===== config.mk =====
export PLATFORM = sky130hd
export DESIGN_NAME = fifo_rd_packer
export DESIGN_NICKNAME = d
export VERILOG_FILES = /design/src/rtl/fifo_rd_packer.sv
export SDC_FILE = /design/constraint.sdc
export NUM_CORES = 1
export LEC_CHECK = 0
export CORE_MARGIN = 2
export CORE_UTILIZATION = 45
export CTS_CLUSTER_DIAMETER = 60
export DETAILED_ROUTE_END_ITERATION = 8
export PLACE_DENSITY = 0.65
export SETUP_SLACK_MARGIN = 0.15
export SLEW_MARGIN = 10
export SYNTH_ARGS = -nofsm -noshare
export SYNTH_HDL_FRONTEND = slang
export SYNTH_SLANG_ARGS = --single-unit

===== constraint.sdc =====
create_clock -name rd_clk -period 3.9 [get_ports rd_clk]
set_clock_uncertainty 0.1 [all_clocks]
set_input_delay 0.78 -clock rd_clk [delete_from_list [all_inputs] [get_ports rd_clk]]
set_output_delay 0.78 -clock rd_clk [all_outputs]
set_load 0.05 [all_outputs]

===== src/rtl/fifo_rd_packer.sv =====
// -----------------------------------------------------------------------------
// fifo_rd_packer
//
// Read-side consumer for a FIFO in its read clock domain. Pops DATAWIDTH-bit
// entries and packs RATIO consecutive entries into one wide word, presented
// on a valid/ready port. The first popped entry lands in lane 0 (LSBs). A flush
// request emits any partially packed word with a lane mask and m_last set.
//
// Ports
//   rd_clk     in   FIFO read clock; clocks all state
//   rst        in   asynchronous reset, active-low
//   f_empty    in   FIFO empty flag; pops only while low
//   fifo_data  in   FIFO read data, valid the cycle after a pop
//   rd_en      out  pop request to the FIFO
//   flush      in   one-cycle request to emit a partial word
//   m_valid    out  output word valid
//   m_ready    in   downstream accept
//   m_data     out  packed word, lane i = [i*DATAWIDTH +: DATAWIDTH]
//   m_keep     out  lane-valid mask, contiguous from lane 0
//   m_last     out  word was emitted by a flush
//   busy       out  packer holds or expects data, or has a word pending
// -----------------------------------------------------------------------------
module fifo_rd_packer #(
    parameter int DATAWIDTH = 8,
    parameter int RATIO     = 4
) (
    input  logic                          rd_clk,
    input  logic                          rst,
    input  logic                          f_empty,
    input  logic [DATAWIDTH-1:0]          fifo_data,
    output logic                          rd_en,
    input  logic                          flush,
    output logic                          m_valid,
    input  logic                          m_ready,
    output logic [DATAWIDTH*RATIO-1:0]    m_data,
    output logic [RATIO-1:0]              m_keep,
    output logic                          m_last,
    output logic                          busy
);

    localparam int CW = $clog2(RATIO) + 1;   // pk_cnt counts 0..RATIO
    localparam int LW = $clog2(RATIO);       // lane index width
    localparam logic [CW-1:0] FULL_CNT = CW'(RATIO);

    // The packer state is fully implied by pk_cnt and flush_pend; it is
    // decoded rather than stored so it can never disagree with them.
    typedef enum logic [1:0] {
        ST_FILL,
        ST_FULL,
        ST_FLUSH
    } state_e;

    typedef logic [RATIO-1:0][DATAWIDTH-1:0] lanes_t;

    logic              rd_vld_q;
    logic [CW-1:0]     pk_cnt_q,     pk_cnt_d;
    lanes_t            pk_data_q,    pk_data_d;
    logic              flush_pend_q, flush_pend_d;
    lanes_t            m_data_q,     m_data_d;
    logic [RATIO-1:0]  m_keep_q,     m_keep_d;
    logic              m_last_q,     m_last_d;
    logic              m_valid_q,    m_valid_d;

    state_e            state;
    logic              xfer_want;
    logic              xfer;
    logic [CW-1:0]     cnt_after_xfer;
    logic [CW:0]       occupancy;

    // -------------------------------------------------------------------------
    // State decode and transfer condition
    // -------------------------------------------------------------------------
    always_comb begin
        if (flush_pend_q) begin
            state = ST_FLUSH;
        end else if (pk_cnt_q == FULL_CNT) begin
            state = ST_FULL;
        end else begin
            state = ST_FILL;
        end
    end

    always_comb begin
        case (state)
            ST_FULL:  xfer_want = 1'b1;
            // A flush waits for the in-flight entry to land before emitting.
            ST_FLUSH: xfer_want = (pk_cnt_q == FULL_CNT) ||
                                  (!rd_vld_q && (pk_cnt_q != '0));
            default:  xfer_want = 1'b0;
        endcase
    end

    assign xfer = xfer_want && (!m_valid_q || m_ready);

    // Credit rule: entries held plus the one in flight must stay below RATIO,
    // so a landing entry always has a free lane. Lanes freed by a transfer
    // this cycle count as free already, which makes rd_en depend on m_ready.
    assign cnt_after_xfer = xfer ? '0 : pk_cnt_q;
    assign occupancy      = {1'b0, cnt_after_xfer} + {{CW{1'b0}}, rd_vld_q};

    // Gated by rst so no pop is requested while the packer is held in reset.
    assign rd_en = rst && !f_empty && !flush_pend_q &&
                   (occupancy < (CW+1)'(RATIO));

    // -------------------------------------------------------------------------
    // Next-state logic
    // -------------------------------------------------------------------------
    always_comb begin
        // NOTE: every _d takes its _q value first; a path that skips an
        // assignment in combinational logic would otherwise infer a latch.
        pk_cnt_d     = pk_cnt_q;
        pk_data_d    = pk_data_q;
        flush_pend_d = flush_pend_q;
        m_data_d     = m_data_q;
        m_keep_d     = m_keep_q;
        m_last_d     = m_last_q;
        m_valid_d    = m_valid_q;

        if (xfer) begin
            for (int i = 0; i < RATIO; i++) begin
                if (CW'(i) < pk_cnt_q) begin
                    m_data_d[i] = pk_data_q[i];
                    m_keep_d[i] = 1'b1;
                end else begin
                    m_data_d[i] = '0;
                    m_keep_d[i] = 1'b0;
                end
            end
            m_last_d  = flush_pend_q;
            m_valid_d = 1'b1;
            pk_cnt_d  = '0;
        end else if (m_valid_q && m_ready) begin
            m_valid_d = 1'b0;
        end

        // Capture lands after any transfer, so it goes to lane 0 if the
        // packer was emptied this cycle.
        if (rd_vld_q) begin
            pk_data_d[pk_cnt_d[LW-1:0]] = fifo_data;
            pk_cnt_d                    = pk_cnt_d + 1'b1;
        end

        if (flush_pend_q) begin
            // Cleared by the flush transfer, or dropped when nothing is held
            // or in flight (no empty word is ever emitted).
            if (xfer || ((pk_cnt_q == '0) && !rd_vld_q)) begin
                flush_pend_d = 1'b0;
            end
        end else if (flush) begin
            flush_pend_d = 1'b1;
        end
    end

    // -------------------------------------------------------------------------
    // Registers
    // -------------------------------------------------------------------------
    always_ff @(posedge rd_clk or negedge rst) begin
        if (!rst) begin
            rd_vld_q     <= 1'b0;
            pk_cnt_q     <= '0;
            // NOTE: the lane storage is small and is reset too, so no X value
            // can ever reach m_data even before the first full word.
            pk_data_q    <= '0;
            flush_pend_q <= 1'b0;
            m_data_q     <= '0;
            m_keep_q     <= '0;
            m_last_q     <= 1'b0;
            m_valid_q    <= 1'b0;
        end else begin
            // NOTE: non-blocking updates so every register samples the
            // pre-edge values computed above, independent of statement order.
            rd_vld_q     <= rd_en;
            pk_cnt_q     <= pk_cnt_d;
            pk_data_q    <= pk_data_d;
            flush_pend_q <= flush_pend_d;
            m_data_q     <= m_data_d;
            m_keep_q     <= m_keep_d;
            m_last_q     <= m_last_d;
            m_valid_q    <= m_valid_d;
        end
    end

    assign m_data  = m_data_q;
    assign m_keep  = m_keep_q;
    assign m_last  = m_last_q;
    assign m_valid = m_valid_q;
    assign busy    = (pk_cnt_q != '0) || rd_vld_q || flush_pend_q || m_valid_q;

endmodule


Word-level counts from Yosys, hierarchy flattened
Index checks and enable logic that the tools add are counted.
{ "classes": {"addsub": 2, "order_cmp": 7, "eq_ne": 3, "mux": 21, "reduce_logical": 21} }
{ "op_table": {"columns": ["cell", "count"], "rows": [
  ["$mux 8", 5],
  ["$bwmux 32", 1],
  ["$demux 8 s2", 1],
  ["$mux 1", 10],
  ["$logic_and 1x1->1", 8],
  ["$logic_or 1x1->1", 6],
  ["$lt 1x3->1 const A", 2],
  ["$lt 2x3->1 const A", 2],
  ["$mux 3", 2],
  ["$add 3x1->4", 1],
  ["$logic_not 1->1", 4],
  ["$lt 4x3->1 const B", 1],
  ["$add 3x1->3 const B", 1],
  ["$eq 3x3->1 const B", 1],
  ["$logic_not 3->1", 1],
  ["$lt 2x3->1 const B", 1],
  ["$reduce_bool 3->1", 1],
  ["$eq 2x1->1 const B", 1],
  ["$eq 2x2->1 const B", 1],
  ["$ge 2x1->1 const B", 1],
  ["$mux 2", 1],
  ["$pmux 1 s2", 1],
  ["$reduce_bool 2->1", 1]
]} }
{ "word_totals": {"regBits": 75, "in_bits": 13} }

Longest topological paths before layout
{ "depth": {"word_depth": 12, "mapped_depth": 9, "depth_no_buf": 7} }

Worst setup path after synthesis
No wires, ideal clock.
{ "synth_timing": {"path_kind": "input -> output", "from": "input m_ready", "to": "output rd_en", "arrival_ns": 2.298, "t_required_ns": 3.020, "setup_slack_ns": 0.722, "stages": 8, "path_buffers": 2, "path_cell_list": "nand2b_1 > buf_2 > buf_1 > nand2_1 > and2_1 > ha_1 > a21oi_1 > o211a_1"} }
{ "synth_via": {"elab_chain_len": 6} }
{ "synth_rtl": {"columns": ["item", "line_no", "source"], "rows": [
  ["start, declared", "34", "input logic m_ready,"],
  ["$logic_or 1x1->1", "93", "assign xfer = xfer_want && (!m_valid_q || m_ready);"],
  ["$logic_and 1x1->1", "93", null],
  ["$mux 3", "98", "assign cnt_after_xfer = xfer ? '0 : pk_cnt_q;"],
  ["$add 3x1->4", "99", "assign occupancy = {1'b0, cnt_after_xfer} + {{CW{1'b0}}, rd_vld_q};"],
  ["$lt 4x3->1", "103", "(occupancy < (CW+1)'(RATIO));"],
  ["$logic_and 1x1->1", "102", "assign rd_en = rst && !f_empty && !flush_pend_q &&"],
  ["end, declared", "31", "output logic rd_en,"]
]} }
Every way passes these cells.

Worst setup path in the final report
{ "layout_timing": {"from": "register pk_cnt_q[2]", "to": "output busy"} }
{ "layout_via": {"elab_chain_len": 4} }
{ "layout_rtl": {"columns": ["item", "line_no", "source"], "rows": [
  ["start, declared", "56", "logic [CW-1:0] pk_cnt_q, pk_cnt_d;"],
  ["start signal, assigned", "173", "pk_cnt_q <= pk_cnt_d;"],
  ["$reduce_bool 3->1", "187", "assign busy = (pk_cnt_q != '0) || rd_vld_q || flush_pend_q || m_valid_q;"],
  ["$logic_or 1x1->1 (3 in series)", "187", null],
  ["end, declared", "38", "output logic busy"]
]} }
Every way passes these cells.

==> results.json <==
{
  "status": "complete, no violations",
  "cp.arrival_ns": 2.51,
  "nets": 301,
  "syn-num-nets": 249,
  "avgSynthCellArea_um2": 13.7,
  "n_antenna_cell": 0,
  "p_leak_nw": 1.75,
  "vias_per_cell": 5.27,
  "cts_tree": "yes",
  "hold_viol_final": 0,
  "slew_headroom_pct": 37.9,
  "final_max_slew_viol_count": 0,
  "end_kind": "output pin",
  "drive_above_1_share_pct": 23.3,
  "grt_usage_pct": 17.5,
  "antenna_found_initial": 0,
  "worst_pin_slew_ns": 0.932,
  "synthFlopType": "dfrtp_1",
  "criticalPathCategory": "reg2out",
  "dpl.hpwl_mm": 4.04,
  "vias": 2017,
  "synthDistinctLibCells": 37,
  "holdCritPathClass": "reg2reg",
  "clock-sinks": 75,
  "seq_area_frac_synth_pct": 59.4,
  "setup_viol": 0,
  "cts-root-buf": "clkbuf_8",
  "clk_path_buf_depth": 2,
  "ios": 53,
  "syn_to_final_growth_pct": 24.8,
  "gr-total-overflow": 0,
  "htreeDepth": 3,
  "setup_slack_ns": 0.506,
  "rsz0062_at_grt": "no",
  "synth_seq_cells": 75,
  "nFillCells": 561,
  "post-route-cell-area_mm2": 0.00394,
  "cts_resized": 0,
  "antenna_left": 0,
  "clkLatencyLatePin_ns": 0.34,
  "ir_drop_mv": 0.367,
  "cts_buffers": 9,
  "cts_hold_buf": 0,
  "post-cts-setup-buffers": 0,
  "rows": 30,
  "die_width_um": 87.8,
  "grt_max_degree": 76,
  "clk_pin_slew_ns": 0.08,
  "synthesis.area_mm2": 0.00316,
  "layout_commonest_cell": "dfrtp_1",
  "ys_warn_count": 0,
  "p_total_mw": 2.94,
  "gp_congestion": 0.787,
  "required_ns": 3.02,
  "fin_crit_sh_pct": 87.0,
  "wl_mm": 6.03,
  "timing.fmax_mhz": 295,
  "die_area_mm2": 0.00770,
  "start_util_pct": 46.5,
  "io_buffers": 52,
  "wl_per_cell_um": 15.8,
  "remaining_drc_errors": 0,
  "drtIter0Drc": 69,
  "synthCells": 231,
  "grt_pass1_wl_mm": 10.0,
  "cp_max_fo": 15,
  "dp_slack_ns": 0.560,
  "core_mm2": 0.00679,
  "drtPass1Iterations": 4,
  "layout_common_cells": "dfrtp_1, clkdlybuf4s50_1, mux2_2, a22o_1",
  "tns_ns": 0,
  "die_height_um": 87.8,
  "start_kind": "flop",
  "synth-edff-count": 0,
  "grt_pass1_vias": 1950,
  "final_util_pct": 58.0,
  "dpl-instance-area_mm2": 0.00375,
  "min_period_ns": 3.39,
  "power_density_mw_per_mm2": 746,
  "maxCapViolCount": 0,
  "async_flop_share_pct": 100
}
-- layer usage --
| layer | up-vias | wire length [um] | share of wire, % | global-route usage, % |
|---|---|---|---|---|
| met5 | - | 0 | 0 | 0 |
| met4 | 0 | 75 | 1.2 | 7.13 |
| met3 | 7 | 243 | 4.0 | 4.81 |
| met2 | 46 | 2830 | 47 | 25.6 |
| met1 | 1011 | 2880 | 48 | 24.9 |
| li1 | 953 | - | - | - |
-- report_power, final --
group / total, mW / leakage (nW) / switching, mW / internal [mW]
Sequential: 1.16 / 0.976 / 0.149 / 1.01
Clock: 0.580 / 0.0955 / 0.287 / 0.293
Combinational: 1.20 / 0.681 / 0.706 / 0.494
-- area by class of cell --
| cell class | instances | area, um^2 | share of cell area, % |
|---|---|---|---|
| multi-input combinational | 131 | 1160 | 29.5 |
| sequential | 75 | 1880 | 47.6 |
| inverter | 11 | 41.3 | 1.05 |
| clock buffer | 9 | 124 | 3.14 |
| clock inverter | 6 | 65.1 | 1.65 |
| tap | 96 | 120 | 3.05 |
| timing repair buffer | 55 | 551 | 14.0 |
-- final timing paths --
path / startpoint / endpoint / slack (ns) / cells past startpoint
min in group asynchronous: rst / m_data[16] / 0.56 / 2
max reg2reg: rd_vld_q / pk_data_q[25] / 1.36 / 6
max in group asynchronous: rst / m_keep[2] / 2.51 / 2
min reg2reg: m_keep[0] / m_keep[0] / 0.38 / 1
max: pk_cnt_q[2] / busy / 0.51 / 3
min: m_keep[0] / m_keep[0] / 0.38 / 1
-- cell families (layout without fill, tap and decap cells) --
logic type	after synthesis	in the layout	synth area share, %
buf+inv	25	81	3.72
compound gates	50	50	13.9
flops	75	75	59.4
mux	41	41	14.9
fa+ha+maj	5	5	1.98
simple gates	35	35	6.06
-- sequential cells by signal (all words and copies together) (netlist names) --
signal	flops
flush_pend_q	1
m_data	32
m_keep	4
m_last	1
m_valid	1
pk_cnt_q	3
pk_data_q	32
rd_vld_q	1
-- critical path, cell delays in order (launching register included) --
cell and delay [ns]:
dfrtp_1 0.55, or4_1 0.61, or3_1 0.32, clkdlybuf4s50_1 0.70
-- through the flow --
stage | instances | hold slack, ns
after floorplan | 231 | 0.360
final | 383 | 0.378
after global routing | 383 | 0.402
after CTS | 383 | 0.383
after detailed placement | 368 | 0.360
after global placement | 368 | 0.351
-- cells in the mapped netlist, types with 3 or more instances --
cell        n  area (um^2)
buf_2       7         35.0
ha_1        5         62.6
nand2_1    11         41.3
o211ai_1    8         60.1
a21oi_1     3         15.0
mux2_2     37          417
a22o_1     16          140
nand3_1     9         45.0
o21ai_0     3         15.0
nand2b_1    3         18.8
o2111ai_1   8         70.1
dfrtp_1    75         1880
clkbuf_1    4         15.0
inv_1      11         41.3
mux2_4      3         45.0
nor2_1      3         11.3
No activity file was read; power rests on OpenSTA's default activity.
